**src/rtl/jtframe_sdram_stats_win.sv**
```systemverilog
// Windowed SDRAM command statistics monitor.
// Snoops the controller's command pins, keeps per-bank activation/row-hit
// statistics and global read/write/refresh counts over a measurement window,
// and latches them into report registers read through a select port.
module jtframe_sdram_stats_win #(
    parameter int BANKS   = 4,   // banks monitored (1..4)
    parameter int CW      = 16,  // counter and dout width
    parameter int WIN_CYC = 0    // window length in cycles, 0 = external win strobe
) (
    input  logic          clk,
    input  logic          rst,
    input  logic [12:0]   sdram_a,
    input  logic [1:0]    sdram_ba,
    input  logic          sdram_ncs,
    input  logic          sdram_nras,
    input  logic          sdram_ncas,
    input  logic          sdram_nwe,
    input  logic          win,
    input  logic [3:0]    sel,
    output logic [CW-1:0] dout,
    output logic          rdy
);

    typedef logic [CW-1:0] cnt_t;

    // {ncs, nras, ncas, nwe}
    localparam logic [3:0] CMD_ACTIVE  = 4'b0011;
    localparam logic [3:0] CMD_READ    = 4'b0101;
    localparam logic [3:0] CMD_WRITE   = 4'b0100;
    localparam logic [3:0] CMD_REFRESH = 4'b0001;
    localparam logic [3:0] CMD_DESEL   = 4'b1111;

    function automatic cnt_t sat_inc(input cnt_t v);
        return (v == {CW{1'b1}}) ? v : v + cnt_t'(1);
    endfunction

    // Registered pin stage
    logic [12:0] r_a;
    logic [1:0]  r_ba;
    logic [3:0]  r_cmd;

    // Per-bank live state
    cnt_t        r_act  [4];
    cnt_t        r_same [4];
    cnt_t        r_long [4];
    cnt_t        r_run  [4];
    logic [12:0] r_row  [4];
    logic [3:0]  r_row_valid;

    // Global live counters
    cnt_t r_rd, r_wr, r_ref;

    // Report registers
    cnt_t r_snap_act  [4];
    cnt_t r_snap_same [4];
    cnt_t r_snap_long [4];
    cnt_t r_snap_rd, r_snap_wr, r_snap_ref;
    cnt_t r_wnum;

    cnt_t r_dout;
    logic r_rdy;

    // Next-state values
    cnt_t        w_act_nxt  [4];
    cnt_t        w_same_nxt [4];
    cnt_t        w_long_nxt [4];
    cnt_t        w_run_nxt  [4];
    logic [12:0] w_row_nxt  [4];
    logic [3:0]  w_row_valid_nxt;
    cnt_t        w_rd_nxt, w_wr_nxt, w_ref_nxt;
    cnt_t        w_dout;
    logic        w_tick;
    logic        w_is_act;

    assign w_is_act = (r_cmd == CMD_ACTIVE);

    // Window tick source: free-running cycle counter or external strobe
    generate
        if (WIN_CYC > 0) begin : g_int_win
            localparam int WW = (WIN_CYC > 1) ? $clog2(WIN_CYC) : 1;
            localparam logic [WW-1:0] LAST = WW'(WIN_CYC - 1);
            logic [WW-1:0] r_wcnt;
            logic          w_unused_win;

            assign w_unused_win = win;
            assign w_tick       = (r_wcnt == LAST);

            // Window cycle counter, wraps after the last cycle of the window
            always_ff @(posedge clk) begin
                if (rst) begin
                    r_wcnt <= '0;
                end else if (w_tick) begin
                    r_wcnt <= '0;
                end else begin
                    r_wcnt <= r_wcnt + WW'(1);
                end
            end
        end else begin : g_ext_win
            assign w_tick = win;
        end
    endgenerate

    // Register the command/address pins
    always_ff @(posedge clk) begin
        if (rst) begin
            r_a   <= '0;
            r_ba  <= '0;
            r_cmd <= CMD_DESEL;
        end else begin
            // NOTE: state is updated with <= so every register samples the
            // pre-edge values; blocking '=' here would create ordering races.
            r_a   <= sdram_a;
            r_ba  <= sdram_ba;
            r_cmd <= {sdram_ncs, sdram_nras, sdram_ncas, sdram_nwe};
        end
    end

    // Accumulator next values for the registered command
    always_comb begin
        // NOTE: every output gets a default before any condition, so no
        // path leaves a variable unassigned and no latch is inferred.
        w_rd_nxt        = (r_cmd == CMD_READ)    ? sat_inc(r_rd)  : r_rd;
        w_wr_nxt        = (r_cmd == CMD_WRITE)   ? sat_inc(r_wr)  : r_wr;
        w_ref_nxt       = (r_cmd == CMD_REFRESH) ? sat_inc(r_ref) : r_ref;
        w_row_valid_nxt = r_row_valid;
        for (int b = 0; b < 4; b++) begin
            w_act_nxt[b]  = r_act[b];
            w_same_nxt[b] = r_same[b];
            w_long_nxt[b] = r_long[b];
            w_run_nxt[b]  = r_run[b];
            w_row_nxt[b]  = r_row[b];
            if (b < BANKS && w_is_act && r_ba == 2'(b)) begin
                w_act_nxt[b] = sat_inc(r_act[b]);
                if (r_row_valid[b] && r_a == r_row[b]) begin
                    w_same_nxt[b] = sat_inc(r_same[b]);
                    w_run_nxt[b]  = sat_inc(r_run[b]);
                end else begin
                    w_run_nxt[b]       = cnt_t'(1);
                    w_row_nxt[b]       = r_a;
                    w_row_valid_nxt[b] = 1'b1;
                end
                // longest run uses the run length including this ACTIVE
                w_long_nxt[b] = (w_run_nxt[b] > r_long[b]) ? w_run_nxt[b] : r_long[b];
            end
        end
    end

    // Live counters, open-row tracking and window snapshots
    always_ff @(posedge clk) begin
        if (rst) begin
            // NOTE: these arrays are reset element by element because the
            // report must read zero after reset; they are flops, not RAM.
            for (int b = 0; b < 4; b++) begin
                r_act[b]       <= '0;
                r_same[b]      <= '0;
                r_long[b]      <= '0;
                r_run[b]       <= '0;
                r_row[b]       <= '0;
                r_snap_act[b]  <= '0;
                r_snap_same[b] <= '0;
                r_snap_long[b] <= '0;
            end
            r_row_valid <= '0;
            r_rd        <= '0;
            r_wr        <= '0;
            r_ref       <= '0;
            r_snap_rd   <= '0;
            r_snap_wr   <= '0;
            r_snap_ref  <= '0;
            r_wnum      <= '0;
        end else begin
            // open row and run length carry across window boundaries
            for (int b = 0; b < 4; b++) begin
                r_run[b] <= w_run_nxt[b];
                r_row[b] <= w_row_nxt[b];
            end
            r_row_valid <= w_row_valid_nxt;

            if (w_tick) begin
                // the event seen on the tick cycle belongs to the closing window
                for (int b = 0; b < 4; b++) begin
                    r_snap_act[b]  <= w_act_nxt[b];
                    r_snap_same[b] <= w_same_nxt[b];
                    r_snap_long[b] <= w_long_nxt[b];
                    r_act[b]       <= '0;
                    r_same[b]      <= '0;
                    r_long[b]      <= '0;
                end
                r_snap_rd  <= w_rd_nxt;
                r_snap_wr  <= w_wr_nxt;
                r_snap_ref <= w_ref_nxt;
                r_rd       <= '0;
                r_wr       <= '0;
                r_ref      <= '0;
                r_wnum     <= sat_inc(r_wnum);
            end else begin
                for (int b = 0; b < 4; b++) begin
                    r_act[b]  <= w_act_nxt[b];
                    r_same[b] <= w_same_nxt[b];
                    r_long[b] <= w_long_nxt[b];
                end
                r_rd  <= w_rd_nxt;
                r_wr  <= w_wr_nxt;
                r_ref <= w_ref_nxt;
            end
        end
    end

    // Report select mux over snapshot registers only
    always_comb begin
        w_dout = '0;
        for (int b = 0; b < 4; b++) begin
            if (b < BANKS) begin
                if (sel == 4'(3 * b))     w_dout = r_snap_act[b];
                if (sel == 4'(3 * b + 1)) w_dout = r_snap_same[b];
                if (sel == 4'(3 * b + 2)) w_dout = r_snap_long[b];
            end
        end
        case (sel)
            4'd12:   w_dout = r_snap_rd;
            4'd13:   w_dout = r_snap_wr;
            4'd14:   w_dout = r_snap_ref;
            4'd15:   w_dout = r_wnum;
            default: ;
        endcase
    end

    // Registered read port and snapshot-ready pulse
    always_ff @(posedge clk) begin
        if (rst) begin
            r_dout <= '0;
            r_rdy  <= 1'b0;
        end else begin
            r_dout <= w_dout;
            r_rdy  <= w_tick;
        end
    end

    assign dout = r_dout;
    assign rdy  = r_rdy;

endmodule

```
**config.mk**
```make
export PLATFORM = sky130hd
export DESIGN_NAME = jtframe_sdram_stats_win
export DESIGN_NICKNAME = d
export VERILOG_FILES = /design/src/rtl/jtframe_sdram_stats_win.sv
export SDC_FILE = /design/constraint.sdc
export NUM_CORES = 2
export LEC_CHECK = 0
export ABC_AREA = 1
export BUFFER_PORTS_ARGS = -buffer_cell sky130_fd_sc_hd__buf_2
export CAP_MARGIN = 0
export CORE_AREA = 2 2 238 240
export CTS_CLUSTER_DIAMETER = 40
export DETAILED_ROUTE_END_ITERATION = 8
export DIE_AREA = 0 0 240 242
export PLACE_DENSITY = 0.79
export SLEW_MARGIN = 15
export SYNTH_ARGS = -nofsm -noshare
export SYNTH_HDL_FRONTEND = slang
export SYNTH_SLANG_ARGS = --single-unit
```
**constraint.sdc**
```tcl
create_clock -name clk -period 9.3 [get_ports clk]
set_clock_uncertainty 0.2 [all_clocks]
set_input_delay 0.465 -clock clk [delete_from_list [all_inputs] [get_ports clk]]
set_output_delay 0.465 -clock clk [all_outputs]
set_load 0.03 [all_outputs]
```
* Yosys cells after proc, flatten, opt, wreduce, memory -nomap -nowiden
Memory sizes are Yosys's and may differ from the RTL's.
Index checks and enable logic that the tools add are counted.
** Storage, ports and cells
- Flip-flop bits (word level) :: 152
- RAM bits :: 500
- Input port bits :: 26
- Output and inout port bits :: 17
- Logic and storage cells :: 275
- Memories kept :: 8
** Cells by class
- Add/subtract/negate cells :: 16
- Magnitude comparators :: 4
- Equality and inequality tests :: 42
- Multiplexer cells :: 124
- Bitwise logic cells :: 49
- Reduce and logical (&&, ||, !) cells :: 16
** Memory list
- r_act :: depth 4, width 16, read ports 4, clocked after Yosys merged registers in 0, write ports 4, RTL line 43 : cnt_t r_act [4];
- r_long :: depth 4, width 16, read ports 4, clocked after Yosys merged registers in 0, write ports 4, RTL line 45 : cnt_t r_long [4];
- r_run :: depth 4, width 16, read ports 4, clocked after Yosys merged registers in 0, write ports 4, RTL line 46 : cnt_t r_run [4];
- r_same :: depth 4, width 16, read ports 4, clocked after Yosys merged registers in 0, write ports 4, RTL line 44 : cnt_t r_same [4];
- r_snap_act :: depth 4, width 16, read ports 4, clocked after Yosys merged registers in 0, write ports 4, RTL line 54 : cnt_t r_snap_act [4];
- r_snap_long :: depth 4, width 16, read ports 4, clocked after Yosys merged registers in 0, write ports 4, RTL line 56 : cnt_t r_snap_long [4];
- 2 more memories
** Operator list (count)
- 16-bit two-way mux :: 102
- 16-bit by 1-bit adder with 16-bit output (second input constant) :: 16
- 16-bit == test (second input constant) :: 16
- 13-bit two-way mux :: 12
- 16-bit greater-than comparator :: 4
- 16-bit one-hot mux with 4 select lines :: 1
- 13-bit == test :: 4
- 1-bit bitwise OR :: 44
- 4-bit == test (second input constant) :: 8
- 4-bit by 3-bit == test with 1-bit output (second input constant) :: 6
- 4-bit by 2-bit == test with 1-bit output (second input constant) :: 3
- 2-bit AND reduction :: 5
- 1-bit two-way mux :: 9
- 4-bit by 1-bit == test with 1-bit output (second input constant) :: 2
- 1-bit logical AND :: 8
- 1-bit inverter :: 5
- 2-bit == test (second input constant) :: 2
- 4-bit zero test :: 1
- 2-bit by 1-bit == test with 1-bit output (second input constant) :: 1
- 2-bit zero test :: 1
- 2-bit OR reduction :: 1

* Logic depth before layout (Yosys ltp)
- Depth in word-level cells :: 14
- Depth in mapped cells :: 25
- Depth with buffers taken out :: 22

* Worst setup path before layout
Ideal clock, no wire load.
- Path kind :: input to register
- Start point :: input rst
- End point :: memory r_snap_act[0][0] (netlist name), enable pin
- Arrival time :: 6530 ps
- Data required time :: 8469 ps
- Setup slack :: 1939 ps
- Stages on the path :: 5
- Buffers on the path :: 3
- Cells stage by stage :: clkbuf_1 -> nor2_1 -> inv_2 -> clkbuf_1 -> clkbuf_1
** RTL lines
- from (decl) :: RTL line 11 : input logic rst,
- to (decl) :: RTL line 54

==> flow_metrics.tcl <==
set metrics [dict create \
    status "finished, final reports clean" \
    die_area_um2 58100 \
    die_x_um 240 \
    cts.sinks 652 \
    cts_resized 0 \
    r2r_start "r_a[3]" \
    critPathLaunch "r_a[3]" \
    synth_area_leader_cell "edfxtp_1" \
    crit_buf_inv 2 \
    routed_wl_um 93700 \
    power.density_nw_per_um2 183 \
    postSynthCellCount 4637 \
    gp_congestion 0.984 \
    finish.utilization_pct 71.5 \
    drc_errors 0 \
    viasPerCell 5.58 \
    cp_common_cell "nand2_1" \
    dieHeight_um 242 \
    postCtsSetupRepairBufs 0 \
    synth_top_cell_area_share_pct 28.7 \
    fp-row-count 87 \
    antenna_found_initial 0 \
    slowest_stage "inv_1" \
    hold_path.class "in2reg" \
    fin_crit_sh_pct 48.9 \
    max_cap_violations 0 \
    drt_iter0_drc 3110 \
    fin_tns_setup_ns 0 \
    overflow 0 \
    area_delta_synth_final_pct 13.3 \
    grt_start_max_net_pins 148 \
    postCtsHoldBufs 19 \
    startpoint_type "register" \
    synth_ff_type "edfxtp_1" \
    routed-via-count 31445 \
    ys_top_cells_by_count "988 x nand2_1, 713 x nor2_1, 571 x inv_1" \
    ys_warn_count 0 \
    grtUsageTotal_pct 32.3 \
    io_buffers 42 \
    vdd_drop_max_uv 151 \
    hold_viol 0 \
    setup_viol 0 \
    p_leak_nw 16.4 \
    ys_ff_latch 652 \
    cp.arrival_ns 4.71 \
    nets 4897 \
    synth_edf_count 336 \
    max_stage_delay_ns 0.57 \
    syn-cell-area_um2 35200 \
    seq_area_frac_synth_pct 46.6 \
    synth_most_common_cell "nand2_1" \
    cp-end-kind "register" \
    critPathKind "reg2reg" \
    grt_pass1_vias 29252 \
    wl_per_cell_um 16.6 \
    cts_tree "done" \
    synthTopCellsByArea "edfxtp_1 29%, dfxtp_1 18%, nand2_1 11%" \
    clkSlewWorstSetupHoldPaths_ns 0.06 \
    hp-start "win" \
    maxSlewHeadroom_pct 20.2 \
    htree_levels 3 \
    cpLargestDelayFamily "simple AND/OR/NAND/NOR gates" \
    ys_types 58 \
    worst_pin_slew_ns 1.19 \
    total_power_mw 7.30 \
    clk_latency_ns 0.66 \
    clockBufferDepth 3 \
    cp.required_ns 9.47 \
    cts-buffers-inserted 98 \
    layout-drive-gt1-share_pct 6.19 \
    rsz0062_at_grt "no" \
    initial_core_util_pct 63.1 \
    dp_hpwl_um 66200 \
    min_period_ns 4.55 \
    fmax_mhz 220 \
    postSynth.asyncResetShare_pct 0 \
    crit_chain "nand2_1 > o21ai_0 > nor3b_1 > nand2_1 > nor2_1 > nand2_1 > inv_1 > o211a_1 > ha_1 > nand2_1 > nor2_1 > nand4_1 > a21o_1 > nand2_1 > nand2_1 > inv_1 > nand2_1 > o21ai_1 > nor2_1" \
    core_area_um2 55700 \
    cp_max_fo 25 \
    maxSlewViolCount 0 \
    grt_pass1_wl_um 150000 \
    syn-mean-instance-area_um2 7.59 \
    firstDrtPassIters 6 \
    postRouteAntennaNets 0 \
    clockRootBuffer "clkbuf_16" \
    io_pins 43 \
]
==> metrics by stage <==
step	setup slack (ns)	hold slack (ns)	instances	area (µm²)
finish	4.75	0.0699	5633	39900
global route	4.26	0.0884	5632	39900
CTS	4.82	0.0456	5632	39900
detailed placement	4.82	0.253	5428	36300
global placement	4.95	0.249	5428	36300
floorplan	1.94	0.227	4780	35700
==> cell usage in the layout (no fill, tap or decap), types with 100 or more instances in the layout <==
cell type	count
clkbuf_16	100
inv_1	570
nand4_1	109
dfxtp_1	316
conb_1	144
edfxtp_1	336
o21ai_0	284
nor2_1	711
nand3_1	247
a21oi_1	290
nor3_1	137
nand2_1	988
==> metal layers <==
layer | vias to the layer above | global-route usage [%] | wire [µm]
met1 | 14583 | 44.4 | 40000
met3 | 187 | 4.35 | 7090
met4 | 0 | 11.9 | 3070
met2 | 1201 | 52.2 | 43500
met5 | - | 0 | 0
li1 | 15474 | - | -
==> worst reg2reg max path, cell delays in order (launching register included) <==
cell	delay, ns
dfxtp_1	0.38
nand2_1	0.19
o21ai_0	0.17
nor3b_1	0.29
nand2_1	0.08
nor2_1	0.27
nand2_1	0.28
inv_1	0.33
o211a_1	0.23
ha_1	0.12
nand2_1	0.06
nor2_1	0.16
nand4_1	0.16
a21o_1	0.19
nand2_1	0.05
nand2_1	0.18
inv_1	0.57
nand2_1	0.13
o21ai_1	0.15
nor2_1	0.08
==> kinds of logic after synthesis <==
group / share of synthesized area (%)
and+or+nand+nor: 28.3
buffers and inverters: 8.49
AOI/OAI and AO/OA: 10.5
DFF: 46.6
xor gates and xnor gates: 3.06
adders and majority gates: 2.84
muxes: 0.114
other: 0.0107
==> area by class of cell <==
| cell class | count | area [µm²] |
|---|---|---|
| sequential | 652 | 16400 |
| multi-input combinational | 3371 | 16300 |
| fill | 4475 | 15900 |
| clock buffer | 112 | 2600 |
| inverter | 588 | 2220 |
| tap | 756 | 946 |
| clock inverter | 73 | 790 |
| timing repair buffer | 80 | 556 |
| antenna | 1 | 2.50 |
==> final timing paths <==
path | end | slack [ns] | depth (start not counted)
min | r_wnum[0] | 0.07 | 3
max | r_long[0][13] | 4.75 | 19
min reg2reg | r_snap_wr[15] | 0.26 | 2
max reg2reg | r_long[0][13] | 4.75 | 19
==> registers in the layout, summed over array words and instances (netlist names), 4 cells and up <==
| signal | cells |
|---|---|
| r_rd | 16 |
| r_row_valid | 4 |
| r_snap_same | 64 |
| r_snap_rd | 16 |
| r_snap_ref | 16 |
| r_wr | 16 |
| r_same | 64 |
| r_snap_wr | 16 |
| r_ref | 16 |
| r_a | 13 |
| r_snap_long | 64 |
| r_row | 52 |
| r_long | 64 |
| r_cmd | 4 |
| r_run | 64 |
| r_snap_act | 64 |
| dout | 16 |
| r_act | 64 |
| r_wnum | 16 |
==> where the power goes <==
part           switching, mW  internal (mW)  leakage, nW  total [mW]
Clock                   1.51           2.22         1.62        3.73
Sequential            0.0644           3.13         6.16        3.19
Combinational          0.277         0.0994         8.66       0.377
Total                   1.86           5.45         16.4        7.30
Note: power is estimated with default switching activity, not from simulation.
